### config.mk
export PLATFORM = sky130hd
export DESIGN_NAME = axi_lite_regfile_simple
export DESIGN_NICKNAME = d
export VERILOG_FILES = /design/src/rtl/axi_lite_regfile_pkg.sv /design/src/rtl/axi_lite_regfile_decode.sv /design/src/rtl/axi_lite_regfile_simple.sv
export SDC_FILE = /design/constraint.sdc
export NUM_CORES = 1
export LEC_CHECK = 0
export CORE_AREA = 2 2 466 468
export DETAILED_ROUTE_END_ITERATION = 6
export DIE_AREA = 0 0 468 470
export SLEW_MARGIN = 20
export SYNTH_ARGS = -nofsm -noshare
export SYNTH_HDL_FRONTEND = slang
export SYNTH_SLANG_ARGS = --single-unit
### constraint.sdc
create_clock -name clk_i -period 6.3 [get_ports clk_i]
set_clock_uncertainty 0.2 [all_clocks]
set_input_delay 0.63 -clock clk_i [delete_from_list [all_inputs] [get_ports clk_i]]
set_output_delay 0.63 -clock clk_i [all_outputs]
set_load 0.01 [all_outputs]
### src/rtl/axi_lite_regfile_pkg.sv
// Shared types, response codes and sizing helper for the AXI-Lite register bank.
package axi_lite_regfile_pkg;

   localparam logic [1:0] RESP_OKAY   = 2'b00;
   localparam logic [1:0] RESP_SLVERR = 2'b10;

   typedef enum logic {W_IDLE, W_RESP} wr_state_e;
   typedef enum logic {R_IDLE, R_RESP} rd_state_e;

   // Index width for a register count; a single register still needs one bit.
   function automatic int idx_width(input int num_regs);
      return (num_regs <= 1) ? 1 : $clog2(num_regs);
   endfunction

endpackage

### src/rtl/axi_lite_regfile_decode.sv
// Address decoder: maps a bus address to a register index and an in-range flag.
module axi_lite_regfile_decode
   import axi_lite_regfile_pkg::*;
#(
   parameter int AXI_ADDR_WIDTH = 32,
   parameter int AXI_STRB_WIDTH = 4,
   parameter int NUM_REGS       = 16,
   parameter int WINDOW_BITS    = 13,
   parameter int IDX_W          = idx_width(NUM_REGS)
) (
   input  logic [AXI_ADDR_WIDTH-1:0] i_addr,
   output logic [IDX_W-1:0]          o_idx,
   output logic                      o_hit
);

   localparam int ADDR_LSB = $clog2(AXI_STRB_WIDTH);
   localparam int OFF_W    = WINDOW_BITS - ADDR_LSB;
   localparam logic [AXI_ADDR_WIDTH-1:0] ONE = AXI_ADDR_WIDTH'(1);
   localparam logic [AXI_ADDR_WIDTH-1:0] OFF_MASK =
      ((ONE << WINDOW_BITS) - ONE) & ~((ONE << ADDR_LSB) - ONE);

   logic [OFF_W-1:0] w_offset;
   logic             w_unused;

   assign w_offset = i_addr[WINDOW_BITS-1:ADDR_LSB];
   assign o_hit    = (w_offset < OFF_W'(NUM_REGS));
   assign o_idx    = w_offset[IDX_W-1:0];

   // Byte-lane bits and bits above the window carry no meaning here.
   assign w_unused = ^(i_addr & ~OFF_MASK);

endmodule

### src/rtl/axi_lite_regfile_simple.sv
// AXI-Lite slave register bank with parallel hardware view and per-register hardware updates.
// Optional macro AXI_LITE_REGFILE_WR_PULSE_EN adds wr_pulse_o, one pulse per committed bus write.
module axi_lite_regfile_simple
   import axi_lite_regfile_pkg::*;
#(
   parameter int AXI_ADDR_WIDTH = 32,
   parameter int AXI_DATA_WIDTH = 32,
   parameter int AXI_STRB_WIDTH = AXI_DATA_WIDTH / 8,
   parameter int NUM_REGS       = 16,
   parameter int WINDOW_BITS    = 13
) (
   input  logic                               clk_i,
   input  logic                               rst_ni,
   input  logic [AXI_ADDR_WIDTH-1:0]          in_aw_addr,
   input  logic [2:0]                         in_aw_prot,
   input  logic                               in_aw_valid,
   output logic                               in_aw_ready,
   input  logic [AXI_DATA_WIDTH-1:0]          in_w_data,
   input  logic [AXI_STRB_WIDTH-1:0]          in_w_strb,
   input  logic                               in_w_valid,
   output logic                               in_w_ready,
   output logic [1:0]                         in_b_resp,
   output logic                               in_b_valid,
   input  logic                               in_b_ready,
   input  logic [AXI_ADDR_WIDTH-1:0]          in_ar_addr,
   input  logic [2:0]                         in_ar_prot,
   input  logic                               in_ar_valid,
   output logic                               in_ar_ready,
   output logic [AXI_DATA_WIDTH-1:0]          in_r_data,
   output logic [1:0]                         in_r_resp,
   output logic                               in_r_valid,
   input  logic                               in_r_ready,
   output logic [NUM_REGS*AXI_DATA_WIDTH-1:0] reg_q_o,
   input  logic [NUM_REGS-1:0]                hw_we_i,
   input  logic [NUM_REGS*AXI_DATA_WIDTH-1:0] hw_wdata_i
`ifdef AXI_LITE_REGFILE_WR_PULSE_EN
   ,
   output logic [NUM_REGS-1:0]                wr_pulse_o
`endif
);

   localparam int DW    = AXI_DATA_WIDTH;
   localparam int IDX_W = idx_width(NUM_REGS);

   wr_state_e r_wr_state, w_wr_state_nxt;
   rd_state_e r_rd_state, w_rd_state_nxt;

   logic                      r_aw_held, r_w_held, r_aw_hit;
   logic [IDX_W-1:0]          r_aw_idx;
   logic [DW-1:0]             r_w_data;
   logic [AXI_STRB_WIDTH-1:0] r_w_strb;
   logic [1:0]                r_b_resp, r_r_resp;
   logic [DW-1:0]             r_r_data;
   logic [DW-1:0]             r_regs [NUM_REGS];

   logic [IDX_W-1:0]          w_aw_idx, w_ar_idx, w_wr_idx;
   logic                      w_aw_hit, w_ar_hit, w_wr_hit;
   logic                      w_aw_hs, w_w_hs, w_ar_hs, w_commit;
   logic [DW-1:0]             w_wr_data;
   logic [AXI_STRB_WIDTH-1:0] w_wr_strb;
   logic [NUM_REGS-1:0]       w_bus_we;
   logic                      w_unused_prot;

   axi_lite_regfile_decode #(
      .AXI_ADDR_WIDTH(AXI_ADDR_WIDTH), .AXI_STRB_WIDTH(AXI_STRB_WIDTH),
      .NUM_REGS(NUM_REGS), .WINDOW_BITS(WINDOW_BITS), .IDX_W(IDX_W)
   ) u_aw_decode (.i_addr(in_aw_addr), .o_idx(w_aw_idx), .o_hit(w_aw_hit));

   axi_lite_regfile_decode #(
      .AXI_ADDR_WIDTH(AXI_ADDR_WIDTH), .AXI_STRB_WIDTH(AXI_STRB_WIDTH),
      .NUM_REGS(NUM_REGS), .WINDOW_BITS(WINDOW_BITS), .IDX_W(IDX_W)
   ) u_ar_decode (.i_addr(in_ar_addr), .o_idx(w_ar_idx), .o_hit(w_ar_hit));

   assign w_unused_prot = ^{in_aw_prot, in_ar_prot};

   assign w_aw_hs = in_aw_valid && in_aw_ready;
   assign w_w_hs  = in_w_valid  && in_w_ready;
   assign w_ar_hs = in_ar_valid && in_ar_ready;

   // A channel accepted this very cycle is used directly rather than from its holding register.
   assign w_wr_idx  = r_aw_held ? r_aw_idx : w_aw_idx;
   assign w_wr_hit  = r_aw_held ? r_aw_hit : w_aw_hit;
   assign w_wr_data = r_w_held  ? r_w_data : in_w_data;
   assign w_wr_strb = r_w_held  ? r_w_strb : in_w_strb;

   // NOTE: every output gets a default before the case, so no path can infer a latch.
   always_comb begin
      w_wr_state_nxt = r_wr_state;
      in_aw_ready    = 1'b0;
      in_w_ready     = 1'b0;
      in_b_valid     = 1'b0;
      w_commit       = 1'b0;
      case (r_wr_state)
         W_IDLE: begin
            in_aw_ready = !r_aw_held;
            in_w_ready  = !r_w_held;
            w_commit    = (r_aw_held || w_aw_hs) && (r_w_held || w_w_hs);
            if (w_commit) w_wr_state_nxt = W_RESP;
         end
         W_RESP: begin
            in_b_valid = 1'b1;
            if (in_b_ready) w_wr_state_nxt = W_IDLE;
         end
      endcase
   end

   always_comb begin
      w_rd_state_nxt = r_rd_state;
      in_ar_ready    = 1'b0;
      in_r_valid     = 1'b0;
      case (r_rd_state)
         R_IDLE: begin
            in_ar_ready = 1'b1;
            if (in_ar_valid) w_rd_state_nxt = R_RESP;
         end
         R_RESP: begin
            in_r_valid = 1'b1;
            if (in_r_ready) w_rd_state_nxt = R_IDLE;
         end
      endcase
   end

   always_ff @(posedge clk_i) begin
      if (!rst_ni) begin
         r_wr_state <= W_IDLE;
         r_rd_state <= R_IDLE;
      end else begin
         r_wr_state <= w_wr_state_nxt;
         r_rd_state <= w_rd_state_nxt;
      end
   end

   always_ff @(posedge clk_i) begin
      if (!rst_ni) begin
         r_aw_held <= 1'b0;
         r_w_held  <= 1'b0;
         r_aw_idx  <= '0;
         r_aw_hit  <= 1'b0;
         r_w_data  <= '0;
         r_w_strb  <= '0;
         r_b_resp  <= RESP_OKAY;
      end else begin
         if (w_aw_hs) begin
            r_aw_held <= 1'b1;
            r_aw_idx  <= w_aw_idx;
            r_aw_hit  <= w_aw_hit;
         end
         if (w_w_hs) begin
            r_w_held <= 1'b1;
            r_w_data <= in_w_data;
            r_w_strb <= in_w_strb;
         end
         if (w_commit) r_b_resp <= w_wr_hit ? RESP_OKAY : RESP_SLVERR;
         if (r_wr_state == W_RESP && in_b_ready) begin
            r_aw_held <= 1'b0;
            r_w_held  <= 1'b0;
         end
      end
   end

   always_comb begin
      for (int k = 0; k < NUM_REGS; k++)
         w_bus_we[k] = w_commit && w_wr_hit && (w_wr_idx == IDX_W'(k));
   end

   // NOTE: the bank is reset word by word so software always starts from zero; this keeps it in flops.
   always_ff @(posedge clk_i) begin
      if (!rst_ni) begin
         for (int k = 0; k < NUM_REGS; k++) r_regs[k] <= '0;
      end else begin
         for (int k = 0; k < NUM_REGS; k++) begin
            for (int b = 0; b < AXI_STRB_WIDTH; b++) begin
               if (w_bus_we[k] && w_wr_strb[b])
                  r_regs[k][b*8 +: 8] <= w_wr_data[b*8 +: 8];
               else if (hw_we_i[k])
                  r_regs[k][b*8 +: 8] <= hw_wdata_i[k*DW + b*8 +: 8];
            end
         end
      end
   end

   // NOTE: non-blocking updates mean a read sees the register value from before this edge's writes.
   always_ff @(posedge clk_i) begin
      if (!rst_ni) begin
         r_r_data <= '0;
         r_r_resp <= RESP_OKAY;
      end else if (w_ar_hs) begin
         r_r_data <= w_ar_hit ? r_regs[w_ar_idx] : '0;
         r_r_resp <= w_ar_hit ? RESP_OKAY : RESP_SLVERR;
      end
   end

   assign in_b_resp = r_b_resp;
   assign in_r_data = r_r_data;
   assign in_r_resp = r_r_resp;

   for (genvar k = 0; k < NUM_REGS; k++) begin : g_reg_q
      assign reg_q_o[k*DW +: DW] = r_regs[k];
   end

`ifdef AXI_LITE_REGFILE_WR_PULSE_EN
   logic [NUM_REGS-1:0] r_wr_pulse;

   always_ff @(posedge clk_i) begin
      if (!rst_ni) r_wr_pulse <= '0;
      else         r_wr_pulse <= w_bus_we;
   end

   assign wr_pulse_o = r_wr_pulse;
`endif

endmodule

==> results.cfg, run 1 <==
[placed_design]
place.gp.congestion = 0.9689
port-buffer-count = 1143
place_hpwl_mm = 233.6

[worst_setup_path]
cp-start-kind = flop
critPathTopFamily = simple AND/OR/NAND/NOR gates
ff2ff_path_depth = 4
r2r_start = r_aw_held
crit_path_end_kind = flop
critical_path.max_fanout = 22
path_class = reg -> reg
crit_arrival_ns = 4.45
slowest_delay_ns = 0.92
required_ns = 6.42
rr_endpoint = r_regs[6][18]
r2r_slack_ns = 1.97
critPathSlowestCell = a21oi_2
worstPathCellList = nand3b_1 > a21oi_2 > nand3_1 > nand2_1
cp_num_buf_inv = 0

[floorplan]
start_util = 0.1461
die_h_um = 470
rows = 171
ios = 1194
die_w_um = 468
core_area_um2 = 215700
design.die.area_um2 = 220000

[global_routing]
grt_pass1_vias = 29020
grt_overflow = 0
antenna_found_initial = 102
grt_usage = 0.2397
grt_max_degree = 110
grt_first_pass_wirelength_mm = 334.4

[timing]
tightest_slew_ns = 1.318
timing.final.hold_violations = 0
fin_tns_setup_ns = 0
relSlewSlack = 0.1183
maxSlewViolCount = 0
finalCritPeriodShare = 0.6869
holdWs_ns = 0.2536
rsz0062_at_grt = false
setup_viol = 0
min_period_ns = 4.328
timing.fmax_ghz = 0.2311

[final_layout]
layout_commonest_cell = clkdlybuf4s50_1
area_growth_pct = 56.58
nNetsFinal = 4330
drive_above_1_share = 0.1596
most-common-layout-cells = clkdlybuf4s50_1 (1138), edfxtp_1 (512), nand2_1 (486)
multi_input_area_um2 = 13730
seq_area_um2 = 16960
nFillCells = 23100

[clock_network]
clk_path_buf_depth = 3
clockRootBuffer = clkbuf_16
cts.clk_slew.worst_paths_ns = 0.06
cts_sinks = 591
clock_latency_ns = 0.72
cts_made_buffers = 77
cts_resized = 0
post_cts_buffers = 0
htreeDepth = 3
cts_hold_buf = 0
cts_tree = done

[detailed_routing]
wirelength_mm = 274.8
viasPerCell = 4.486
drc = 0
ant_nets = 0
wl_per_cell_um = 41.41
drtPass1Iterations = 5
vias = 29780
drtIter0Drc = 3671

[logic_synthesis]
synth-edff-count = 512
avgSynthCellArea_um2 = 12.20
synth_ff_type = edfxtp_1
yosysSeqAreaShare = 0.5381
synthDistinctLibCells = 53
async_reset_ff_frac = 0
netlist_area_um2 = 31510
synthCells = 2583
synth_warnings = 0
ys_seq_elements = 591

[worst_hold_path]
worst_hold_startpoint = in_r_data[21]
hold_path.class = reg -> reg
holdPathEnd = in_r_data[21]
hold_depth = 2

[power]
ir_drop_mv = 0.1857
p_leak_nw = 18.96
pwr_density_cell_nw_per_um2 = 259.4

[flow_run]
drv_cap = 0

[run_status]
status = finished clean
==> worst max path at each step <==
stage                        from             to  cells past startpoint
finish                  r_aw_held  r_regs[6][18]                      4
global route            r_aw_held   r_regs[7][0]                      4
CTS                     r_aw_held  r_regs[6][18]                      4
detailed placement  in_aw_addr[3]  r_regs[6][16]                      5
global placement    in_aw_addr[3]  r_regs[6][17]                      5
floorplan           in_aw_addr[4]  r_regs[10][0]                      6
==> flip-flops by register name, summed over array words and instances, names as in the netlist, 4 cells and up <==
| signal | flops |
|---|---|
| r_aw_idx | 4 |
| r_regs | 512 |
| in_r_data | 32 |
| r_w_strb | 4 |
| r_w_data | 32 |
==> synthesized netlist by cell type (4+ instances only) <==
| cell | number | area, um2 |
|---|---|---|
| a31oi_2 | 24 | 300.3 |
| mux4_2 | 65 | 1464 |
| o21ai_0 | 92 | 460.4 |
| and3_1 | 19 | 118.9 |
| nand3_1 | 65 | 325.3 |
| buf_1 | 23 | 86.33 |
| buf_4 | 6 | 45.04 |
| a31oi_1 | 14 | 87.58 |
| mux2_2 | 217 | 2444 |
| mux2i_1 | 407 | 4074 |
| or3b_2 | 4 | 35.03 |
| and2_1 | 9 | 56.30 |
| buf_2 | 61 | 305.3 |
| nand2b_1 | 37 | 231.5 |
| nor2b_1 | 4 | 25.02 |
| nor2_1 | 60 | 225.2 |
| edfxtp_1 | 512 | 15370 |
| or3_1 | 5 | 31.28 |
| a211oi_1 | 40 | 300.3 |
| nand3b_1 | 25 | 187.7 |
| o211ai_1 | 10 | 75.07 |
| a221oi_1 | 10 | 87.58 |
| clkbuf_1 | 136 | 510.5 |
| a21oi_2 | 8 | 70.07 |
| a21oi_1 | 54 | 270.3 |
| a21boi_0 | 20 | 150.1 |
| dfxtp_1 | 79 | 1582 |
| inv_1 | 5 | 18.77 |
| nand2_1 | 487 | 1828 |
| o31ai_1 | 19 | 142.6 |
| o2bb2ai_1 | 32 | 280.3 |
==> cell families after synthesis <==
group	count (synthesis)	share of synthesized area
multiplexers	692	0.2546
AO/OA/AOI/OAI	336	0.07501
flip-flops	591	0.5381
AND/OR/NAND/NOR	730	0.1012
buffers and inverters	233	0.03089
other	1	0.0001190
==> per-stage QoR <==
stage	util	area [um2]	power [mW]	setup WS (ns)	std cells
global route	0.2286	49310	13.13	1.986	6626
CTS	0.2282	49220	12.85	2.098	6605
detailed placement	0.2159	46560	8.060	1.791	6463
floorplan	-	31510	5.772	3.059	2584
finish	0.2288	49340	12.80	1.972	6637
global placement	0.2158	46550	8.064	1.845	6463
==> report_power, final <==
| part | leakage [nW] | total (mW) | switching, mW | internal, mW |
|---|---|---|---|---|
| combinational | 11.5 | 2.94 | 1.69 | 1.25 |
| sequential | 6.15 | 5.09 | 0.445 | 4.64 |
| clock | 1.28 | 4.78 | 2.00 | 2.78 |
==> worst reg2reg max path, cell delays in order (launching register included) <==
cell and delay [ns]:
dfxtp_1 0.82, nand3b_1 0.52, a21oi_2 0.92, nand3_1 0.82, nand2_1 0.65
==> area by class of cell <==
type | instances | area share
Sequential cell | 591 | 0.3437
Antenna cell | 31 | 0.001572
Clock inverter | 37 | 0.01045
Inverter | 7 | 0.0005833
Timing Repair Buffer | 1252 | 0.2495
Multi-Input combinational cell | 1760 | 0.2784
Clock buffer | 105 | 0.04344
Tap cell | 2854 | 0.07238
==> layer usage <==
metal  global-route usage  wire length [um]
met1               0.2989            110600
met2               0.3625            119600
met3               0.1096             35630
met4              0.08207              8951
met5                    0                55
No activity file was read; power rests on OpenSTA's default activity.
==> inputs of run 2 (changes only) <==
==> constraint.sdc (replaced) <==
create_clock -name clk_i -period 3.6 [get_ports clk_i]
set_clock_uncertainty 0.2 [all_clocks]
set_input_delay 0.36 -clock clk_i [delete_from_list [all_inputs] [get_ports clk_i]]
set_output_delay 0.36 -clock clk_i [all_outputs]
set_load 0.01 [all_outputs]
==> run 2 against run 1 <==
Compared with the run above: die area unchanged; global-route usage about the same; routed wire length about the same; count of clock-buffer cells in the layout decreased by 4; setup slack got worse by 1.6 ns; cell count increased by 3.3%; worst hold slack got worse by 0.18 ns; combinational power increased by 81%; final area increased by 3.5%; sequential power increased by 75%; largest cell class unchanged; largest power group unchanged.
==> results.cfg, run 2 (synthesis gave the netlist of run 1 again) <==
[floorplan]
rows = 171
core_area_um2 = 215700
die_w_um = 468
die_h_um = 470
ios = 1194
design.die.area_um2 = 220000
start_util = 0.1461

[detailed_routing]
wl_per_cell_um = 40.08
drtIter0Drc = 3638
viasPerCell = 4.394
vias = 30110
drc = 0
drtPass1Iterations = 6
wirelength_mm = 274.7
ant_nets = 0

[worst_setup_path]
critical_path.max_fanout = 16
worstPathCellList = buf_4 > or3b_1 > a211oi_4 > buf_4 > nand3_1 > nand2_1
path_class = reg -> reg
slowest_delay_ns = 0.60
cp-start-kind = flop
crit_path_end_kind = flop
critPathTopFamily = simple AND/OR/NAND/NOR gates
crit_arrival_ns = 3.35
cp_num_buf_inv = 2
ff2ff_path_depth = 6
required_ns = 3.72
r2r_slack_ns = 0.38
critPathSlowestCell = dfxtp_1
r2r_start = r_aw_held
cpMostUsedCell = buf_4
rr_endpoint = r_regs[1][12]

[clock_network]
cts.clk_slew.worst_paths_ns = 0.06
htreeDepth = 3
clk_path_buf_depth = 3
cts_tree = done
clockRootBuffer = clkbuf_16
clock_latency_ns = 0.71
cts_sinks = 591
cts_made_buffers = 79

[placed_design]
place_hpwl_mm = 236.5
place.gp.congestion = 0.9660
dp_cells = 6643
port-buffer-count = 1143

[final_layout]
area_growth_pct = 62.00
nFillCells = 23030
layout_commonest_cell = clkdlybuf4s50_1
regMostFlops = r_regs
stdcell_count = 6853
nNetsFinal = 4538
most-common-layout-cells = clkdlybuf4s50_1 (1138), edfxtp_1 (512), nand2_1 (487)
largest_reg_flops = 512
drive_above_1_share = 0.1906

[global_routing]
grt_pass1_vias = 29800
grt_overflow = 0
grt_max_degree = 72
antenna_found_initial = 91
grt_usage = 0.2401
grt_first_pass_wirelength_mm = 336.0

[timing]
timing.fmax_ghz = 0.3103
relSlewSlack = 0.1095
rsz0062_at_grt = false
min_period_ns = 3.223
tightest_slew_ns = 1.331
maxSlewViolCount = 0
timing.final.hold_violations = 0
setup_viol = 0
holdWs_ns = 0.06973
fin_tns_setup_ns = 0
finalCritPeriodShare = 0.8953

[worst_hold_path]
worst_hold_startpoint = in_w_strb[2]
holdPathEnd = r_w_strb[2]
hold_path.class = in -> reg
hold_depth = 3

[power]
pwr_density_cell_nw_per_um2 = 436.6
ir_drop_mv = 0.3232
p_leak_nw = 19.96

[flow_run]
drv_cap = 0

[run_status]
status = finished clean
run 2: cell types whose count changed in the layout (fill, tap and decap cells not counted), sizes merged:
cell         delta
diode           +7
clkinv          +5
inv             +5
buf           +179
clkinvlp        +1
dlygate4sd3    +27
bufinv          -4
clkbuf          -4
run 2: timing repair:
action	CTS	global route
setup buffers	0	0
endpoints found under the hold margin	27	0
resized for setup	0	0
setup endpoints to repair	0	0
hold buffers	27	0
run 2: layout make-up:
| class | count | area (um2) | share of cell area |
|---|---|---|---|
| flip-flops and latches | 591 | 16960 | 0.3322 |
| repair buffers | 1458 | 14190 | 0.2780 |
| multi-input cells | 1760 | 13650 | 0.2675 |
| well taps | 2854 | 3571 | 0.06996 |
| clock buffers | 101 | 2101 | 0.04115 |
| clock inverters | 44 | 445.4 | 0.008726 |
| diodes | 38 | 95.09 | 0.001863 |
| inverters | 7 | 28.78 | 0.0005638 |
run 2: stage by stage:
step	power, mW	utilization	area [um2]	worst slack, ns
after global placement	14.29	0.2232	48130	0.3014
after global routing	22.87	0.2365	51000	0.3118
after detailed placement	14.29	0.2232	48130	0.2951
after floorplan	10.10	-	31510	0.6292
after CTS	22.40	0.2362	50950	0.3849
final	22.28	0.2367	51050	0.3769
run 2: layer usage:
layer	vias up	routed length [um]	global-route usage
met2	2090	118400	0.3600
met5	-	48	0
met1	15330	110200	0.2992
li1	12360	-	-
met3	320	35890	0.1117
met4	8	10120	0.08614
run 2: power breakdown:
group	leakage, nW	internal [mW]	switching [mW]
clock	1.22	4.54	3.52
sequential	6.15	8.12	0.783
combinational	12.6	2.34	2.97
total	20.0	15.0	7.28
run 2: worst max-delay path by stage:
stage	depth (start not counted)	startpoint	endpoint
global route	6	r_aw_held	r_regs[1][12]
finish	6	r_aw_held	r_regs[1][12]
detailed placement	5	in_aw_addr[2]	r_regs[4][30]
floorplan	6	in_aw_addr[4]	r_regs[10][0]
CTS	6	r_aw_held	r_regs[1][12]
global placement	8	in_aw_addr[9]	r_regs[11][16]
run 2: worst min-delay path: stages:
cell and delay (ns):
clkdlybuf4s50_1 0.44, nand2_1 0.07, a21oi_1 0.05
==> inputs of run 3 (changes only) <==
--- a/config.mk
+++ b/config.mk
@@ -5,10 +5,12 @@
 export SDC_FILE = /design/constraint.sdc
 export NUM_CORES = 1
 export LEC_CHECK = 0
-export CORE_AREA = 2 2 466 468
+export CORE_AREA = 2 2 462 464
 export DETAILED_ROUTE_END_ITERATION = 6
-export DIE_AREA = 0 0 468 470
+export DIE_AREA = 0 0 464 466
+export PLACE_DENSITY_LB_ADDON = 0.05
 export SLEW_MARGIN = 20
 export SYNTH_ARGS = -nofsm -noshare
 export SYNTH_HDL_FRONTEND = slang
+export SYNTH_HIERARCHICAL = 1
 export SYNTH_SLANG_ARGS = --single-unit
==> run 3 against run 2 <==
Compared with the run above: flip-flop and latch count stayed put; routed wire length down 3.0%; global-route usage decreased by 0.24 points; die area decreased by 1.7%; sequential share of layout area is 1.8 points lower; critical endpoint is now r_regs[10][8].
==> results.cfg, run 3 <==
[run_status]
status = finished clean

[global_routing]
grt_overflow = 0
antenna_found_initial = 118
grt_first_pass_wirelength_mm = 337.8
grt_pass1_vias = 31520
grt_usage = 0.2377
grt_max_degree = 70

[logic_synthesis]
ys_seq_elements = 591
ys_top_cells_by_area = edfxtp_1 (47%), mux2_2 (8.9%), mux4_2 (6.4%)
synthCells = 2649
synthTopCellsByCount = edfxtp_1 (512), nand2_1 (278), mux2_2 (260), o211ai_1 (210), nand3_1 (199)
async_reset_ff_frac = 0
yosysTopAreaCell = edfxtp_1
synthDistinctLibCells = 59
avgSynthCellArea_um2 = 12.42
synth_most_common_cell = edfxtp_1
synth-edff-count = 512
yosysTopAreaCellShare = 0.4672
synth_warnings = 6
synth_ff_type = edfxtp_1
yosysSeqAreaShare = 0.5153
netlist_area_um2 = 32910

[floorplan]
rows = 169
die_h_um = 466
design.die.area_um2 = 216200
ios = 1194
die_w_um = 464
start_util = 0.1558
core_area_um2 = 211200

[clock_network]
post_cts_buffers = 0
clockRootBuffer = clkbuf_16
cts_resized = 0
cts_made_buffers = 89
cts.clk_slew.worst_paths_ns = 0.05
cts_tree = done
htreeDepth = 3
cts_sinks = 591
clk_path_buf_depth = 3
clock_latency_ns = 0.73

[final_layout]
largest_reg_flops = 512
seq_area_um2 = 16960
nNetsFinal = 4605
drive_above_1_share = 0.2144
post-route-cell-area_um2 = 53970
multi_input_area_um2 = 14890
area_growth_pct = 64.01
nFillCells = 22230
layout_commonest_cell = clkdlybuf4s50_1
final_core_util = 0.2555
regMostFlops = r_regs
most-common-layout-cells = clkdlybuf4s50_1 (1133), edfxtp_1 (512), nand2_1 (278)

[timing]
maxSlewViolCount = 0
tightest_slew_ns = 1.139
timing.final.hold_violations = 0
rsz0062_at_grt = false
fin_ws_ns = 0.3520
setup_viol = 0
timing.fmax_ghz = 0.3079
finalCritPeriodShare = 0.9022
relSlewSlack = 0.2408
min_period_ns = 3.248

[worst_setup_path]
crit_path_end_kind = flop
r2r_start = r_w_held
crit_arrival_ns = 3.45
critical_path.max_fanout = 9
r2r_slack_ns = 0.51
ff2ff_path_depth = 6
rr_endpoint = r_regs[13][4]
path_class = in -> reg
required_ns = 3.80
cp-start-kind = input port

[detailed_routing]
viasPerCell = 4.438
ant_nets = 0
drtPass1Iterations = 6
vias = 30630
wirelength_mm = 266.3
drtIter0Drc = 2579
wl_per_cell_um = 38.59
drc = 0

[flow_run]
drv_cap = 0

[placed_design]
port-buffer-count = 1143
place_hpwl_mm = 207.1
place.gp.congestion = 0.8151
dpl_worst_slack_ns = -0.4015
postPlaceCellArea_um2 = 50700

[worst_hold_path]
holdPathEnd = r_w_data[0]
hold_path.class = in -> reg
worst_hold_startpoint = in_w_data[0]
hold_depth = 3

[power]
p_leak_nw = 19.27
ir_drop_mv = 0.2981
power.total_mw = 22.83
pwr_density_cell_nw_per_um2 = 423.1
[run 3: cell types whose count changed in the layout (fill, tap and decap cells not counted), moves of 90 or more]
cell and delta:
a21boi_0 +166, buf_12 +100, buf_4 -90, mux2i_1 -234, nand2_1 -209, nand3_1 +134, o211ai_1 +200
[run 3: where the power goes]
group | switching (mW) | internal, mW | total [mW]
Combinational | 2.67 | 2.52 | 5.19
Clock | 3.79 | 5.15 | 8.94
Sequential | 0.586 | 8.11 | 8.70
Total | 7.05 | 15.8 | 22.8
[run 3: per-layer routing]
| metal | share of wire | track usage |
|---|---|---|
| met5 | 0.0019 | 0 |
| met4 | 0.029 | 0.08390 |
| met3 | 0.064 | 0.05661 |
| met2 | 0.48 | 0.3957 |
| met1 | 0.42 | 0.2987 |
[run 3: cells by family (layout without fill, tap and decap cells)]
logic type	count (synthesis)	after routing	synth area share
compound gates	651	651	0.1519
buf+inv	273	1662	0.03696
flops	591	591	0.5153
mux	527	527	0.2059
other cells	1	43	0.0001140
simple gates	606	606	0.08977
[run 3: final cells by class]
class,instances,area share
inverter,21,0.001461
sequential,591,0.3143
antenna,41,0.001901
timing repair buffer,1475,0.2886
tap,2821,0.06540
clock buffer,129,0.04611
multi-input combinational,1786,0.2758
clock inverter,37,0.006468
[run 3: how the worst max path moves through the flow]
stage / from / to / slack, ns
finish: in_aw_addr[9] / r_regs[10][8] / 0.35
global route: in_aw_addr[9] / r_regs[11][30] / 0.29
CTS: r_w_held / r_regs[13][0] / 0.38
detailed placement: in_aw_addr[9] / r_regs[11][28] / -0.40
global placement: in_aw_addr[9] / r_regs[11][28] / -0.46
floorplan: in_aw_addr[9] / r_regs[0][16] / 0.45
[run 3: what timing repair did]
item / 4_1_cts / 5_1_grt
hold buffers: 33 / 0
endpoints found under the hold margin: 53 / 0
endpoints found under the setup margin: 0 / 0
[run 3: stage by stage]
stage	cells	setup TNS [ns]	hold WS [ns]
CTS	6860	0	0.009140
floorplan	2650	0	0.2400
global placement	6661	-117.06	0.2468
detailed placement	6661	-71.78	0.2543
global route	6888	0	0.06843
finish	6901	0	0.08848
[run 3: critical path, cell delays in order]
cell	delay [ns]
clkdlybuf4s50_1	0.39
or4_1	0.53
nor4_2	0.45
buf_4	0.24
mux2i_4	0.18
nor3_1	0.39
nand3_1	0.34
o21ai_1	0.28
buf_4	0.26
